`config.mk`:
```
export PLATFORM = sky130hd
export DESIGN_NAME = dm_lsu
export DESIGN_NICKNAME = d
export VERILOG_FILES = /design/src/rtl/dm_lsu.sv
export SDC_FILE = /design/constraint.sdc
export NUM_CORES = 1
export LEC_CHECK = 0
export CAP_MARGIN = 15
export CORE_ASPECT_RATIO = 2
export CORE_MARGIN = 10
export CORE_UTILIZATION = 44
export CTS_CLUSTER_SIZE = 14
export DETAILED_ROUTE_END_ITERATION = 7
export PLACE_DENSITY_LB_ADDON = 0.1
export RECOVER_POWER = 50
export SLEW_MARGIN = 20
export SYNTH_ARGS = -nofsm -noshare
export SYNTH_HDL_FRONTEND = slang
export SYNTH_SLANG_ARGS = --single-unit
export TNS_END_PERCENT = 5
```
`constraint.sdc`:
```
create_clock -name clk -period 6.8 [get_ports clk]
set_input_delay 1.7 -clock clk [delete_from_list [all_inputs] [get_ports clk]]
set_output_delay 1.7 -clock clk [all_outputs]
set_load 0.02 [all_outputs]
```
`src/rtl/dm_lsu.sv`:
```
`default_nettype none
// ============================================================================
//  Module      : dm_lsu
//  Description : Burst load/store unit driving a simple data memory. Reads
//                wait a fixed number of cycles before capturing combinational
//                read data; writes hold a registered write-enable for a fixed
//                number of cycles with address/data held past its falling
//                (commit) edge.
//  Revision    : 1.0 - initial release
// ============================================================================
module dm_lsu #(
   parameter int RD_WAIT = 1,
   parameter int WE_HIGH = 1
) (
   input  logic        clk,
   input  logic        rst_f,
   input  logic        req,
   input  logic        req_we,
   input  logic [15:0] req_addr,
   input  logic [2:0]  req_len,
   output logic        busy,
   input  logic [31:0] wdata,
   input  logic        wdata_valid,
   output logic        wdata_ready,
   output logic [31:0] rdata,
   output logic        rdata_valid,
   output logic        done,
   output logic [15:0] dm_read_addr,
   output logic [15:0] dm_write_addr,
   output logic [31:0] dm_write_data,
   output logic        dm_we,
   input  logic [31:0] dm_read_data
);

   // Wait counters count down to zero, so they are loaded with length-1.
   localparam logic [2:0] RD_WAIT_LOAD = (RD_WAIT > 0) ? 3'(RD_WAIT - 1) : 3'd0;
   localparam logic [2:0] WE_HIGH_LOAD = (WE_HIGH > 0) ? 3'(WE_HIGH - 1) : 3'd0;

   typedef enum logic [2:0] {
      ST_IDLE    = 3'd0,
      ST_RD_ADDR = 3'd1,
      ST_RD_WAIT = 3'd2,
      ST_RD_CAP  = 3'd3,
      ST_WR_DATA = 3'd4,
      ST_WR_HIGH = 3'd5,
      ST_WR_LOW  = 3'd6,
      ST_DONE    = 3'd7
   } state_t;

   state_t      state_q, state_d;
   logic [15:0] addr_q, addr_d;
   logic [2:0]  len_q, len_d;
   logic [2:0]  wait_q, wait_d;
   logic [31:0] rdata_q, rdata_d;
   logic        rdata_valid_q, rdata_valid_d;
   logic [15:0] rd_addr_q, rd_addr_d;
   logic [15:0] wr_addr_q, wr_addr_d;
   logic [31:0] wr_data_q, wr_data_d;
   logic        dm_we_q, dm_we_d;

   // Next-state and datapath computation for the burst sequencer.
   always_comb begin
      state_d       = state_q;
      addr_d        = addr_q;
      len_d         = len_q;
      wait_d        = wait_q;
      rdata_d       = rdata_q;
      rdata_valid_d = 1'b0;
      rd_addr_d     = rd_addr_q;
      wr_addr_d     = wr_addr_q;
      wr_data_d     = wr_data_q;

      case (state_q)
         ST_IDLE: begin
            if (req) begin
               addr_d  = req_addr;
               len_d   = req_len;
               state_d = req_we ? ST_WR_DATA : ST_RD_ADDR;
            end
         end
         ST_RD_ADDR: begin
            rd_addr_d = addr_q;
            if (RD_WAIT == 0) begin
               state_d = ST_RD_CAP;
            end else begin
               wait_d  = RD_WAIT_LOAD;
               state_d = ST_RD_WAIT;
            end
         end
         ST_RD_WAIT: begin
            if (wait_q == 3'd0) state_d = ST_RD_CAP;
            else                wait_d  = wait_q - 3'd1;
         end
         ST_RD_CAP, ST_WR_LOW: begin
            if (state_q == ST_RD_CAP) begin
               rdata_d       = dm_read_data;
               rdata_valid_d = 1'b1;
            end
            // Word finished: either step to the next word or end the burst.
            if (len_q != 3'd0) begin
               len_d   = len_q - 3'd1;
               addr_d  = addr_q + 16'd1;
               state_d = (state_q == ST_RD_CAP) ? ST_RD_ADDR : ST_WR_DATA;
            end else begin
               state_d = ST_DONE;
            end
         end
         ST_WR_DATA: begin
            if (wdata_valid) begin
               wr_data_d = wdata;
               wr_addr_d = addr_q;
               wait_d    = WE_HIGH_LOAD;
               state_d   = ST_WR_HIGH;
            end
         end
         ST_WR_HIGH: begin
            if (wait_q == 3'd0) state_d = ST_WR_LOW;
            else                wait_d  = wait_q - 3'd1;
         end
         ST_DONE: state_d = ST_IDLE;
         default: state_d = ST_IDLE;
      endcase

      // Registering the decode of the next state keeps dm_we glitch-free.
      dm_we_d = (state_d == ST_WR_HIGH);
   end

   // State and output registers with synchronous active-low reset.
   always_ff @(posedge clk) begin
      if (!rst_f) begin
         state_q       <= ST_IDLE;
         addr_q        <= 16'd0;
         len_q         <= 3'd0;
         wait_q        <= 3'd0;
         rdata_q       <= 32'd0;
         rdata_valid_q <= 1'b0;
         rd_addr_q     <= 16'd0;
         dm_we_q       <= 1'b0;
         // A reset landing mid-pulse drops dm_we but keeps address/data for
         // this edge so the memory commits the in-flight word intact.
         if (state_q != ST_WR_HIGH) begin
            wr_addr_q <= 16'd0;
            wr_data_q <= 32'd0;
         end
      end else begin
         state_q       <= state_d;
         addr_q        <= addr_d;
         len_q         <= len_d;
         wait_q        <= wait_d;
         rdata_q       <= rdata_d;
         rdata_valid_q <= rdata_valid_d;
         rd_addr_q     <= rd_addr_d;
         wr_addr_q     <= wr_addr_d;
         wr_data_q     <= wr_data_d;
         dm_we_q       <= dm_we_d;
      end
   end

   assign busy          = (state_q != ST_IDLE);
   assign done          = (state_q == ST_DONE);
   assign wdata_ready   = (state_q == ST_WR_DATA);
   assign rdata         = rdata_q;
   assign rdata_valid   = rdata_valid_q;
   assign dm_read_addr  = rd_addr_q;
   assign dm_write_addr = wr_addr_q;
   assign dm_write_data = wr_data_q;
   assign dm_we         = dm_we_q;

endmodule
`default_nettype wire
```
* Word-level counts from Yosys, hierarchy flattened
Index checks and enable logic that the tools add are counted.
** Word-level totals
- Input port bits :: 88
- Output and inout port bits :: 101
- Logic and storage cells :: 68
- Flip-flop bits (word level) :: 123
** Operators by class
- Mux-type cells :: 26
- Add/subtract/negate cells :: 3
- Eq/ne operators :: 15
- Reductions and logical operators :: 14
** Operators by type and width (count)
- $mux W32 :: 4
- $mux W16 :: 6
- $mux W3 :: 11
- $pmux W16 S2 :: 1
- $pmux W3 S7 :: 1
- $add A16 B1 Y16 const B :: 1
- $eq A3 B3 Y1 const B :: 5
- $pmux W3 S3 :: 1
- $reduce_and A3 Y1 :: 3
- $reduce_bool A3 Y1 :: 3
- $ne A2 B2 Y1 const B :: 4
- $eq A3 B2 Y1 const B :: 2
- $logic_not A3 Y1 :: 2
- $pmux W3 S2 :: 1
- $sub A3 B1 Y3 const B :: 2
- $ne A2 B1 Y1 const B :: 2
- $reduce_and A2 Y1 :: 2
- $reduce_bool A2 Y1 :: 2
- $reduce_or A2 Y1 :: 2
- $eq A3 B1 Y1 const B :: 1
- $ne A3 B3 Y1 const B :: 1
- $mux W1 :: 1

* Longest topological paths before layout
- Depth after elaboration :: 5
- Depth in mapped cells :: 8
- Mapped depth without buffers :: 7

* Worst setup path before layout
Ideal clock, no wire load.
- Path kind :: input -> register
- Start point :: input port rst_f
- End point :: register wr_addr_q[0] (netlist: dm_write_addr[0]), enable pin
- Library setup time :: 0.527 ns
- Setup slack :: 0.729 ns
- Data required time :: 6.273 ns
- Buffers on the path :: 2
- Arrival time :: 5.544 ns
- Stages on the path :: 3
- Cell sequence :: clkbuf_1 clkbuf_1 a21boi_0
** On the way
- Longest elaborated chain between the ends :: 2
- Elaborated cells on any way between the ends :: 4
- Those cells by class :: eq/ne (2); reduce/logical (2)
** RTL lines
- start, declared :: line 16 : input logic rst_f,
- $ne A2 B1 Y1 (no source line) / $reduce_bool A2 Y1 (equally long branches)
- $reduce_and A3 Y1 (no source line) (*)
- end signal, assigned :: line 153 : wr_addr_q <= wr_addr_d;
- end, declared :: line 57 : logic [15:0] wr_addr_q, wr_addr_d;
Mark *: on every way between the ends. The rest lies on a longest branch, timed or not.
A chain may end at the register's enable or synchronous reset.

==> metrics.md <==
| Metric | Value |
|---|---|
| Status | `finished with violations` |
| Violated checks | `capacitance limit, slew limit` |
| Max-slew violations | `56` |
| Total GRT Usage | `0.173` |
| Finished Cell Area | `7660 µm²` |
| First-pass GRT wire length | `22400 µm` |
| Most frequent cells after synthesis | `123 x nand2_1, 80 x a21oi_1, 75 x dfxtp_1, 48 x edfxtp_1, 40 x and2_1` |
| IO Count | `189` |
| Final period util | `0.638` |
| Largest area contributor in the netlist | `dfxtp_1` |
| Final setup skew | `0.0103 ns` |
| Placed cell areas | `7020 µm²` |
| Hpwl dp | `10700 µm` |
| Gpl congestion | `0.883` |
| Core area | `11300 µm²` |
| Initial antenna violation count | `0` |
| Async SR Flop Fraction | `0` |
| Initial DRC Count | `238` |
| Die W | `96.0 µm` |
| CTS tree | `done` |
| P per Cell Area | `287 nW/µm²` |
| Die Area | `16500 µm²` |
| CTS max path bufs | `2` |
| Sequential area share after synthesis | `0.579` |
| Clk_lat worst skew | `0.41 ns` |
| CP max stage delay | `1.43 ns` |
| CP Class | `in -> reg` |
| Critical Path RT | `7.15 ns` |
| Routed len/inst | `16.6 µm` |
| Synth warnings | `0` |
| EDFF count, synth | `48` |
| Detail Route Antenna Nets | `0` |
| CP max-delay cell | `clkbuf_1` |
| Starting density of the core | `0.450` |
| Cells along the critical path | `dlygate4sd3_1 > clkbuf_1 > clkinv_1 > buf_4 > nor2_1 > and3b_1` |
| Diode count | `0` |
| Pre-CTS setup slack | `3.15 ns` |
| Leak | `2.80 nW` |
| Worst-path clk slew | `0.06 ns` |
| Post-synthesis cell area | `5080 µm²` |
| Peak supply drop | `0.180 mV` |
| Final hold violation count | `0` |
| Syn nets | `625` |
| Row count | `55` |
| Hold Crit Class | `reg -> reg` |
| Area Growth Syn to Fin | `50.8%` |
| Share of the synthesized area in the top cell type | `0.296` |
| Number of global-route vias before repair | `4571` |
| Post-CTS setup buffer count | `0` |
| Setup WS post-layout | `2.46 ns` |
| Max-Slew Margin vs Limit | `-0.336` |
| PortBufs | `188` |
| Main synth FF type | `dfxtp_1` |
| Largest net degree at the start of global routing | `62` |
| Total grt overflow | `0` |
| Layout cell share with drive strength beyond 1 | `0.0627` |
| Slew @ Worst Pin | `2.00 ns` |
| Setup Viol. Count Final | `0` |
| Max Freq | `231 MHz` |
| Hold_buf cts | `0` |
| Residual DRC count | `0` |
| CTS Buf Count | `17` |
| Clk root buf | `clkbuf_16` |
| CTS HTree Levels | `4` |
| Critical Path Fanout Max | `61` |
| Maxcap violations | `1` |
| Mapped Cells | `532` |
| Fillers | `921` |
| Period minus WS final | `4.34 ns` |
| Startpoint Class | `input pin` |
| RSZ-0062 raised after global routing | `false` |
| Final nets | `798` |
| Distinct cells, synth | `52` |
| Post-Syn Area per Cell | `9.55 µm²` |
| #FFs+latches synth | `123` |
| Via density | `5.10` |
| CP Capture Type | `flip-flop` |
| Most common cell in the synthesized netlist | `nand2_1` |
| Main area contributors after synthesis | `dfxtp_1 30%, edfxtp_1 28%, nand2_1 9.1%` |
| # resized after CTS | `0` |
| Vias | `4386` |
| Crit path DAT | `4.68 ns` |
| Number of iterations in the first detailed-routing pass | `4` |
| Setup TNS | `0 ns` |
| Clock Sinks | `123` |
| Final Routed Wirelength | `14300 µm` |
| Die Span Y | `172 µm` |
cell type report:
class	count	area (µm²)	area share
repair buffers	192	1910	0.249
well taps	142	178	0.0232
flip-flops and latches	123	2940	0.384
clock buffers	24	578	0.0755
clock inverters	8	66.3	0.00866
multi-input cells	356	1930	0.252
inverters	15	56.3	0.00735
through the flow:
| stage | hold slack [ns] | std cells | utilization | power (mW) |
|---|---|---|---|---|
| global placement | 0.439 | 828 | 0.621 | 1.28 |
| finish | 0.453 | 860 | 0.679 | 2.20 |
| CTS | 0.453 | 860 | 0.679 | 2.22 |
| global route | 0.476 | 860 | 0.679 | 2.29 |
| floorplan | 0.432 | 532 | - | 1.12 |
| detailed placement | 0.446 | 828 | 0.622 | 1.29 |
sequential cells by signal, indices dropped and copies added, names as in the netlist:
name	count
wait_q	3
len_q	3
rdata_valid	1
state_q	3
dm_we	1
dm_read_addr	16
dm_write_addr	16
addr_q	16
rdata	32
dm_write_data	32
critical path, delay by kind of cell:
kind	cells	cell delay (ns)
simple gates	2	0.38
buf+inv	4	2.57
layer usage:
layer | up-vias | wire length (µm) | GRT usage
met5 | - | 0 | 0
met4 | 0 | 121 | 0.0613
met3 | 10 | 1640 | 0.0855
met2 | 172 | 7440 | 0.304
met1 | 2035 | 5100 | 0.169
li1 | 2169 | - | -
layout by cell type, fill, tap and decap left out, types with 2 or more instances in the layout:
cell type        instances
clkbuf_16               22
nor2_1                  16
a31oi_1                  2
and2_1                  13
clkinvlp_4               3
and3_1                   3
nor3_1                  10
ha_1                     5
buf_4                    3
and4_1                   2
a21oi_1                 80
a211o_1                  2
a21o_1                   3
nand2b_1                 6
clkdlybuf4s50_1        156
and2_0                  27
nor2b_1                  4
o22ai_1                  8
nand3_1                  6
o21ai_0                  6
a211oi_1                 3
or3_1                    2
edfxtp_1                48
dfxtp_1                 75
dlygate4sd3_1           32
nand2_1                123
nand4_1                  7
mux2i_1                  2
inv_1                   14
clkinv_4                 5
clkbuf_8                 2
nand3b_1                 3
final timing paths:
| kind | slack [ns] | cells past startpoint | start | endpoint |
|---|---|---|---|---|
| setup / recovery | 2.46 | 6 | rst_f | dm_we |
| hold / removal | 0.45 | 2 | rdata[8] | rdata[8] |
| setup reg to reg | 4.40 | 5 | state_q[0] | addr_q[11] |
| hold reg to reg | 0.45 | 2 | rdata[8] | rdata[8] |
where the power goes:
part,internal [mW],switching (mW),total [mW]
Sequential,0.836,0.0531,0.889
Combinational,0.174,0.204,0.378
Clock,0.598,0.331,0.929
cells by family after synthesis:
kind of cell | share of synthesized area
buffers and inverters | 0.0446
XOR/XNOR | 0.00665
AND/OR/NAND/NOR | 0.217
flip-flops | 0.579
AO/OA/AOI/OAI | 0.136
multiplexers | 0.00394
adder cells (fa/ha/maj) | 0.0123
Power figures use the tool's default switching activity.
